### src/rtl/jtag_master_pkg.sv
// -----------------------------------------------------------------------------
// jtag_master_pkg
// Shared definitions for the JTAG master sequencer: opcodes, FSM state
// encoding and the fixed TAP-reset TMS pattern.
// -----------------------------------------------------------------------------
package jtag_master_pkg;

   localparam logic [1:0] OP_RESET     = 2'd0;
   localparam logic [1:0] OP_TMS_SEQ   = 2'd1;
   localparam logic [1:0] OP_SCAN      = 2'd2;
   localparam logic [1:0] OP_SCAN_FLIP = 2'd3;

   typedef enum logic [2:0] {
      ST_IDLE   = 3'd0,
      ST_SETUP  = 3'd1,
      ST_TCK_LO = 3'd2,
      ST_TCK_HI = 3'd3,
      ST_RESP   = 3'd4
   } state_t;

   // Five TMS=1 clocks reach Test-Logic-Reset from any state, the trailing
   // 0 parks the TAP in Run-Test/Idle. LSB is shifted first.
   localparam logic [5:0] RESET_TMS_PATTERN = 6'b011111;
   localparam int         RESET_LEN         = 6;

endpackage

### src/rtl/jtag_tck_div.sv
// -----------------------------------------------------------------------------
// jtag_tck_div
// Half-period counter for TCK generation. While i_en is high it emits a
// one-cycle o_phase_done pulse every HALF_DIV mclk cycles; while i_en is low
// the count is held at zero so the first phase after enabling is full length.
//
// Ports:
//   mclk          system clock
//   reset_n       asynchronous active-low reset
//   i_en          count enable / load (low reloads the counter)
//   o_phase_done  high during the last mclk cycle of each half period
// -----------------------------------------------------------------------------
module jtag_tck_div #(
   parameter int HALF_DIV = 4
) (
   input  logic mclk,
   input  logic reset_n,
   input  logic i_en,
   output logic o_phase_done
);

   localparam int            CW   = (HALF_DIV > 1) ? $clog2(HALF_DIV) : 1;
   localparam logic [CW-1:0] LAST = CW'(HALF_DIV - 1);

   logic [CW-1:0] r_cnt;

   assign o_phase_done = i_en && (r_cnt == LAST);

   always_ff @(posedge mclk or negedge reset_n) begin
      if (!reset_n)                   r_cnt <= '0;
      else if (!i_en || r_cnt == LAST) r_cnt <= '0;
      else                            r_cnt <= r_cnt + 1'b1;
   end

endmodule

### src/rtl/jtag_master_ctrl.sv
// -----------------------------------------------------------------------------
// jtag_master_ctrl
// Command-driven JTAG TAP sequencer. One command (RESET, TMS_SEQ, SCAN,
// SCAN_FLIP) is expanded into TCK/TMS/TDI on a divided clock; TDO is captured
// at the end of each high phase and returned as one response per command.
//
// Ports:
//   mclk, reset_n          system clock, async active-low reset
//   enable                 gates cmd_ready (in-flight commands still finish)
//   cmd_valid/cmd_ready    command handshake
//   cmd_op, cmd_len        opcode and bit count (clamped to MAX_BITS)
//   cmd_tms, cmd_tdi       per-bit TMS / TDI data, LSB first
//   rsp_valid/rsp_ready    response handshake
//   rsp_tdo                captured TDO, LSB = first bit
//   busy                   command accepted, response not yet taken
//   tck, tms, tdi, tdo     JTAG pins (tdo is asynchronous)
// -----------------------------------------------------------------------------
import jtag_master_pkg::*;

module jtag_master_ctrl #(
   parameter int HALF_DIV = 4,
   parameter int MAX_BITS = 32
) (
   input  logic                mclk,
   input  logic                reset_n,
   input  logic                enable,
   input  logic                cmd_valid,
   output logic                cmd_ready,
   input  logic [1:0]          cmd_op,
   input  logic [5:0]          cmd_len,
   input  logic [MAX_BITS-1:0] cmd_tms,
   input  logic [MAX_BITS-1:0] cmd_tdi,
   output logic                rsp_valid,
   input  logic                rsp_ready,
   output logic [MAX_BITS-1:0] rsp_tdo,
   output logic                busy,
   output logic                tck,
   output logic                tms,
   output logic                tdi,
   input  logic                tdo
);

   localparam int LEN_W = $clog2(MAX_BITS + 1);

   state_t              r_state;
   logic                r_flip;
   logic [LEN_W-1:0]    r_len;
   logic [LEN_W-1:0]    r_bit;
   logic [MAX_BITS-1:0] r_tms_sh;
   logic [MAX_BITS-1:0] r_tdi_sh;
   logic [MAX_BITS-1:0] r_cap;
   logic [MAX_BITS-1:0] r_mask;
   logic                r_tck;
   logic                r_tms;
   logic                r_tdi;
   logic                r_rsp_valid;
   logic                r_busy;
   logic                r_tdo_s1;
   logic                r_tdo_s2;

   logic [LEN_W-1:0]    w_len;
   logic [LEN_W-1:0]    w_bit_nxt;
   logic [LEN_W-1:0]    w_bit_nxt2;
   logic                w_div_en;
   logic                w_phase_done;
   logic                w_cmd_ready;

   // reset_n is folded in so cmd_ready reads 0 for the whole reset pulse
   assign w_cmd_ready = reset_n && enable && (r_state == ST_IDLE);
   assign w_div_en    = (r_state == ST_TCK_LO) || (r_state == ST_TCK_HI);
   assign w_bit_nxt   = r_bit + LEN_W'(1);
   assign w_bit_nxt2  = r_bit + LEN_W'(2);

   always_comb begin
      w_len = LEN_W'(cmd_len);
      if (cmd_op == OP_RESET)             w_len = LEN_W'(RESET_LEN);
      else if (int'(cmd_len) > MAX_BITS)  w_len = LEN_W'(MAX_BITS);
   end

   jtag_tck_div #(.HALF_DIV(HALF_DIV)) u_div (
      .mclk         (mclk),
      .reset_n      (reset_n),
      .i_en         (w_div_en),
      .o_phase_done (w_phase_done)
   );

   always_ff @(posedge mclk or negedge reset_n) begin
      if (!reset_n) begin
         r_tdo_s1 <= 1'b0;
         r_tdo_s2 <= 1'b0;
      end else begin
         r_tdo_s1 <= tdo;
         r_tdo_s2 <= r_tdo_s1;
      end
   end

   // TMS/TDI data are held in right-shifting registers so bit 0 is always
   // the current bit and bit 1 the next one. Capture uses a walking one-hot
   // mask, which leaves bits at and above len at zero.
   always_ff @(posedge mclk or negedge reset_n) begin
      if (!reset_n) begin
         r_state     <= ST_IDLE;
         r_flip      <= 1'b0;
         r_len       <= '0;
         r_bit       <= '0;
         r_tms_sh    <= '0;
         r_tdi_sh    <= '0;
         r_cap       <= '0;
         r_mask      <= '0;
         r_tck       <= 1'b0;
         r_tms       <= 1'b0;
         r_tdi       <= 1'b0;
         r_rsp_valid <= 1'b0;
         r_busy      <= 1'b0;
      end else begin
         case (r_state)
            ST_IDLE: begin
               if (cmd_valid && w_cmd_ready) begin
                  r_flip   <= (cmd_op == OP_SCAN_FLIP);
                  r_len    <= w_len;
                  r_bit    <= '0;
                  r_cap    <= '0;
                  r_mask   <= MAX_BITS'(1);
                  r_busy   <= 1'b1;
                  case (cmd_op)
                     OP_RESET:   r_tms_sh <= MAX_BITS'(RESET_TMS_PATTERN);
                     OP_TMS_SEQ: r_tms_sh <= cmd_tms;
                     default:    r_tms_sh <= '0;
                  endcase
                  r_tdi_sh <= (cmd_op == OP_SCAN || cmd_op == OP_SCAN_FLIP) ? cmd_tdi : '0;
                  r_state  <= ST_SETUP;
               end
            end
            ST_SETUP: begin
               if (r_len == '0) begin
                  r_tms   <= 1'b0;
                  r_tdi   <= 1'b0;
                  r_state <= ST_RESP;
               end else begin
                  r_tms   <= r_flip ? (r_len == LEN_W'(1)) : r_tms_sh[0];
                  r_tdi   <= r_tdi_sh[0];
                  r_state <= ST_TCK_LO;
               end
            end
            ST_TCK_LO: begin
               if (w_phase_done) begin
                  r_tck   <= 1'b1;
                  r_state <= ST_TCK_HI;
               end
            end
            ST_TCK_HI: begin
               if (w_phase_done) begin
                  r_tck    <= 1'b0;
                  r_cap    <= r_cap | (r_tdo_s2 ? r_mask : '0);
                  r_mask   <= r_mask << 1;
                  r_bit    <= w_bit_nxt;
                  r_tms_sh <= r_tms_sh >> 1;
                  r_tdi_sh <= r_tdi_sh >> 1;
                  if (w_bit_nxt == r_len) begin
                     r_tms   <= 1'b0;
                     r_tdi   <= 1'b0;
                     r_state <= ST_RESP;
                  end else begin
                     r_tms   <= r_flip ? (w_bit_nxt2 == r_len) : r_tms_sh[1];
                     r_tdi   <= r_tdi_sh[1];
                     r_state <= ST_TCK_LO;
                  end
               end
            end
            ST_RESP: begin
               // rsp_valid rises one cycle after entering RESP
               if (r_rsp_valid && rsp_ready) begin
                  r_rsp_valid <= 1'b0;
                  r_busy      <= 1'b0;
                  r_state     <= ST_IDLE;
               end else begin
                  r_rsp_valid <= 1'b1;
               end
            end
            default: r_state <= ST_IDLE;
         endcase
      end
   end

   assign cmd_ready = w_cmd_ready;
   assign rsp_valid = r_rsp_valid;
   assign rsp_tdo   = r_cap;
   assign busy      = r_busy;
   assign tck       = r_tck;
   assign tms       = r_tms;
   assign tdi       = r_tdi;

endmodule

### config.mk
export PLATFORM = sky130hd
export DESIGN_NAME = jtag_master_ctrl
export DESIGN_NICKNAME = d
export VERILOG_FILES = /design/src/rtl/jtag_master_pkg.sv /design/src/rtl/jtag_tck_div.sv /design/src/rtl/jtag_master_ctrl.sv
export SDC_FILE = /design/constraint.sdc
export NUM_CORES = 1
export LEC_CHECK = 0
export BUFFER_PORTS_ARGS = -buffer_cell sky130_fd_sc_hd__buf_4
export CELL_PAD_IN_SITES_DETAIL_PLACEMENT = 1
export CELL_PAD_IN_SITES_GLOBAL_PLACEMENT = 2
export CORE_ASPECT_RATIO = 0.5
export CORE_UTILIZATION = 35
export CTS_BUF_LIST = sky130_fd_sc_hd__clkbuf_2 sky130_fd_sc_hd__clkbuf_4 sky130_fd_sc_hd__clkbuf_8
export DETAILED_ROUTE_END_ITERATION = 6
export PLACE_DENSITY = 0.78
export SLEW_MARGIN = 20
export SYNTH_ARGS = -nofsm -noshare
export SYNTH_HDL_FRONTEND = slang
export SYNTH_SLANG_ARGS = --single-unit
### constraint.sdc
create_clock -name mclk -period 3.2 [get_ports mclk]
set_input_delay 0.16 -clock mclk [delete_from_list [all_inputs] [get_ports mclk]]
set_output_delay 0.16 -clock mclk [all_outputs]
set_load 0.02 [all_outputs]
# After elaboration in Yosys (flattened, before gate mapping)
# Index checks and enable logic that the tools add are counted.
# word_totals
reg_bits	153
input_bits	78
output_inout_bits	38
elab_cells	103
# op_classes
n_addsub	3
magnitude_cmp	1
n_eq_ne	15
n_mux	45
bitwise	1
reduce_logical	22
# op_table
op	count
32-bit two-way mux	10
32-bit one-hot mux with 2 select lines	5
32-bit OR	1
6-bit two-way mux	4
3-bit two-way mux	6
3-bit one-hot mux with 5 select lines	1
1-bit two-way mux	13
6-bit equality test	2
6-bit one-hot mux with 2 select lines	1
3-bit AND reduction	3
1-bit one-hot mux with 2 select lines	4
2-bit nonzero test	4
6-bit by 1-bit adder with 6-bit output, second input constant	1
6-bit by 2-bit adder with 6-bit output, second input constant	1
2-bit equality test, second input constant	3
3-bit by 2-bit equality test with 1-bit output, second input constant	2
6-bit by 1-bit equality test with 1-bit output, second input constant	1
6-bit > comparator, second input constant	1
6-bit logical NOT	1
2-bit by 1-bit != test with 1-bit output, second input constant	3
1-bit logical AND	5
2-bit AND reduction	2
4-bit AND reduction	1
3-bit by 1-bit equality test with 1-bit output, second input constant	1
other kinds (9)	11

# Logic depth before layout (Yosys ltp)
# logic_depth
depth_word	6
depth_mapped	9
depth_no_buf	6

# Cells and area by module
# From an unflattened synthesis, not the netlist that was laid out.
# unflattened
hier_cells	735
area_unflattened_um2	6737.7
# by_module_without_submodules
module	instances	cells_each	area_per_inst_um2	seq_area_each_um2
jtag_master_ctrl	1	729	6646.4	3778.6
jtag_tck_div	1	6	91.3	50.0

# Worst setup path after synthesis
# No wires, ideal clock.
# synth_path
path_kind	register -> register
start	register u_div.r_cnt[0]
end	register r_cap[13], in the netlist rsp_tdo[13]
setup_time_ns	0.132
t_arrival_ns	1.688
slack_ns	1.380
stages_incl_launch_ff	10
path_cell_list	dfrtp_1 ha_1 clkbuf_1 and4b_1 a31oi_2 nor2b_1 buf_2 buf_2 a21oi_1 nor2_1
# synth_between
elab_chain_cells	4
# synth_lines
element	line	text
start: declaration	jtag_tck_div.sv:25	logic [CW-1:0] r_cnt;
start signal: assignment	jtag_tck_div.sv:32	else r_cnt <= r_cnt + 1'b1;
2-bit equality test	jtag_tck_div.sv:27	assign o_phase_done = i_en && (r_cnt == LAST);
1-bit logical AND	jtag_tck_div.sv:27	
2-bit by 1-bit != test with 1-bit output (no source line)	n/a	
3-bit AND reduction (no source line)	n/a	
end signal: assignment	jtag_master_ctrl.sv:154	r_cap <= r_cap | (r_tdo_s2 ? r_mask : '0);
end: declaration	jtag_master_ctrl.sv:51	logic [MAX_BITS-1:0] r_cap;
# No other way between the ends.
# A chain may end at the register's enable or synchronous reset.

# Worst setup path in the final report
# layout_path
start	register r_state[0]
end	register r_tms_sh[25]
# layout_between
elab_chain_cells	5
elab_cells_between_ends	12
classes_between	eq/ne (4); mux (1); reduce/logical (7)
# layout_lines
element	line	text
start: declaration	jtag_master_ctrl.sv:45	state_t r_state;
start signal: assignment	jtag_master_ctrl.sv:102	r_state <= ST_IDLE;
start signal: assignment	jtag_master_ctrl.sv:131	r_state <= ST_SETUP;
start signal: assignment	jtag_master_ctrl.sv:138	r_state <= ST_RESP;
3-bit by 2-bit equality test with 1-bit output, or another cell as far along	jtag_master_ctrl.sv:70	assign w_div_en = (r_state == ST_TCK_LO) || (r_state == ST_TCK_HI);
1-bit logical OR / 1-bit logical AND (equally long branches)	jtag_master_ctrl.sv:70, jtag_master_ctrl.sv:69	
1-bit logical AND (on tied branches)	jtag_tck_div.sv:27, jtag_master_ctrl.sv:118	
2-bit by 1-bit != test with 1-bit output (no source line)	n/a	
3-bit AND reduction (no source line)	n/a	
end signal: assignment	jtag_master_ctrl.sv:126	OP_RESET: r_tms_sh <= MAX_BITS'(RESET_TMS_PATTERN);
end signal: assignment	jtag_master_ctrl.sv:127	OP_TMS_SEQ: r_tms_sh <= cmd_tms;
end signal: assignment	jtag_master_ctrl.sv:157	r_tms_sh <= r_tms_sh >> 1;
end: declaration	jtag_master_ctrl.sv:49	logic [MAX_BITS-1:0] r_tms_sh;
# Several ways; a longest one is shown, not always the timed one.

==> impl_metrics.tcl <==
set metrics [dict create \
    synth_cell_types 43 \
    internal-power_w 0.00503 \
    layout_commonest_cell "dfrtp_1" \
    synth_mux_area_share_pct 0 \
    cp.arrival_ps 2510 \
    grt_max_degree 154 \
    hold_violations 0 \
    ys_ff_latch 153 \
    vias_per_cell 5.13 \
    dieHeight_um 101 \
    wl_mm 19.3 \
    vias 6010 \
    fin_crit_ps 2150 \
    power.total_w 0.00846 \
    grt_pass1_wl_mm 32.6 \
    post_cts_buffers 0 \
    r2r_cells 6 \
    cts_sinks 153 \
    crit_required_ps 3560 \
    clk_path_buf_depth 2 \
    synth_area_leaders "dfrtp_1 56%, nand2_1 8.1%, nand3_1 7.3%" \
    die_w_um 199 \
    grt_pass1_vias 6399 \
    rsz0062_at_grt "false" \
    tightest_slew_ps 914 \
    period_share_pct 67.2 \
    fin_nets 980 \
    clk_pin_slew_ps 90 \
    postSynthCellCount 756 \
    mostFrequentLayoutCells "153 x dfrtp_1, 144 x nand2_1, 123 x buf_4, 100 x nor2_1, 97 x nand3_1" \
    fill_cells 2189 \
    core-area_mm2 0.0187 \
    switching_share_pct 40.6 \
    worstSetupStartpointType "register" \
    place_congestion 0.762 \
    drive_above_1_share_pct 19.0 \
    worst-setup-path-type "reg -> reg" \
    synth_top_area_share_pct 56.4 \
    area_delta_synth_final_pct 30.5 \
    cts_buffers 17 \
    cts_tree "done" \
    powerDensity_mw_per_mm2 955 \
    netSwitchingPower_w 0.00343 \
    gr-total-overflow 0 \
    clock_power_share_pct 19.7 \
    initial_core_util_pct 36.3 \
    antenna_cells 0 \
    syn_nets 837 \
    wl_per_cell_um 16.4 \
    power_leakage_nw 4.12 \
    h-tree-depth 4 \
    synth_ff_type "dfrtp_1" \
    syn-cell-area_mm2 0.00679 \
    synthAdderAreaFrac_pct 0.553 \
    fmax_mhz 465 \
    drtIter0Drc 314 \
    first_pass_iters 4 \
    worst_skew_pair.late_latency_ps 450 \
    synth_seq_area_share_pct 56.4 \
    critPathMaxFanout 40 \
    hp-class "in -> reg" \
    drc_errors 0 \
    synth_top_family_by_area "simple AND/OR/NAND/NOR gates" \
    numPortBuffers 115 \
    hpwl_mm 11.5 \
    yosysWarningCount 0 \
    dieArea_mm2 0.0200 \
    final_max_slew_viol_count 0 \
    cts_root_buf "clkbuf_8" \
    worstSetupEndpointType "register" \
    outcome "finished clean" \
    synth_compound_area_share_pct 12.2 \
    setup_violations 0 \
    io_pins 116 \
    syn_avg_cell_area_um2 8.98 \
    ir_worst_vdd_uv 403 \
    power_frac_comb_pct 39.2 \
    row_count 35 \
    synth_xor_area_share_pct 1.77 \
    postSynth.asyncResetShare_pct 100 \
    synth_edf_count 0 \
    finalClockSkew_ps 15.0 \
    pwr-share-seq_pct 41.1 \
    track_usage_pct 20.7 \
    cap_violations 0 \
    antenna_found_initial 0 \
    synth_top_cell_by_area "dfrtp_1" \
    postRouteAntennaNets 0 \
    setup_tns_ps 0 \
    max-slew-margin-rel_pct 39.1 \
    synthSimpleGateAreaFrac_pct 24.7 \
    hold_depth 3 \
]
[through the flow]
stage	std cells	worst slack (ps)	hold WS, ps	util, %	area (µm²)
4_1_cts	1171	999	2.70	47.4	8860
5_1_grt	1171	798	6.94	47.4	8860
3_5_place_dp	1083	1050	284	42.0	7860
6_report	1171	1050	29.5	47.4	8860
3_3_place_gp	1083	1130	281	42.0	7860
2_1_floorplan	756	1380	-136	-	6790
[state kept, by name, indices dropped and copies added, names as in the netlist, 2 cells and up]
signal and cells:
r_bit 6, r_len 6, r_state 3, r_tdi_sh 32
r_mask 32, r_tms_sh 32, u_div.r_cnt 2, rsp_tdo 32
[cell families (layout without fill, tap and decap cells)]
logic type,count (synthesis),count (layout)
and+or+nand+nor,383,383
DFF,153,153
AOI/OAI and AO/OA,141,141
buffers and inverters,64,220
xor gates and xnor gates,12,12
adders and majority gates,3,3
[worst paths after layout]
check / from / endpoint / slack [ps]
setup / recovery: r_state[0] / r_tms_sh[25] / 1050
hold / removal: cmd_tdi[4] / r_tdi_sh[4] / 30
setup reg to reg: r_state[0] / r_tms_sh[25] / 1050
hold reg to reg: r_tdo_s1 / r_tdo_s2 / 370
max in group asynchronous: reset_n / tdi / 2090
min in group asynchronous: reset_n / rsp_tdo[30] / 350
[metal layers]
| layer | part of all wire (%) | vias up | routed length (µm) | track usage (%) |
|---|---|---|---|---|
| li1 | - | 2865 | - | - |
| met1 | 48 | 3049 | 9190 | 28.0 |
| met2 | 49 | 76 | 9350 | 34.5 |
| met3 | 2.7 | 20 | 528 | 3.61 |
| met4 | 0.98 | 0 | 188 | 5.86 |
| met5 | 0 | - | 0 | 0 |
[final cells by class]
class / count / area, µm² / share of cell area (%)
repair buffers: 183 / 1560 / 17.5
inverters: 5 / 18.8 / 0.212
clock inverters: 14 / 195 / 2.20
well taps: 259 / 324 / 3.66
flip-flops and latches: 153 / 3830 / 43.2
clock buffers: 18 / 248 / 2.80
multi-input cells: 539 / 2690 / 30.4
[critical path: stages (launching register included)]
cell     delay (ps)
dfrtp_1         520
nor2_1          380
nand3_2         190
nand2_4         370
buf_4           350
nor2_1           70
a31oi_1         180
[power groups by stage]
| stage | combinational [W] | clock [W] | sequential, W |
|---|---|---|---|
| 2_1_floorplan | 0.00210 | 0 | 0.00355 |
| 3_3_place_gp | 0.00317 | 0 | 0.00348 |
| 3_5_place_dp | 0.00328 | 0 | 0.00351 |
| 4_1_cts | 0.00337 | 0.00172 | 0.00349 |
| 5_1_grt | 0.00377 | 0.00180 | 0.00361 |
| 6_report | 0.00332 | 0.00167 | 0.00348 |
[synth_stat cells, types with 3 or more instances]
cell type / count
dfrtp_1: 153
nand2_1: 146
nor2_1: 100
nand3_1: 99
a31oi_1: 58
a21oi_1: 46
buf_2: 24
o21ai_0: 23
clkbuf_1: 20
nor2b_1: 12
buf_1: 8
buf_4: 7
inv_1: 5
nand4_1: 5
xnor2_1: 5
xor2_1: 5
and2_1: 3
ha_1: 3
o31ai_1: 3
[timing repair]
action	in CTS	in global routing
endpoints found under the hold margin	208	0
hold buffers	56	0
gates resized for setup	0	0
Note: power is estimated with default switching activity, not from simulation.
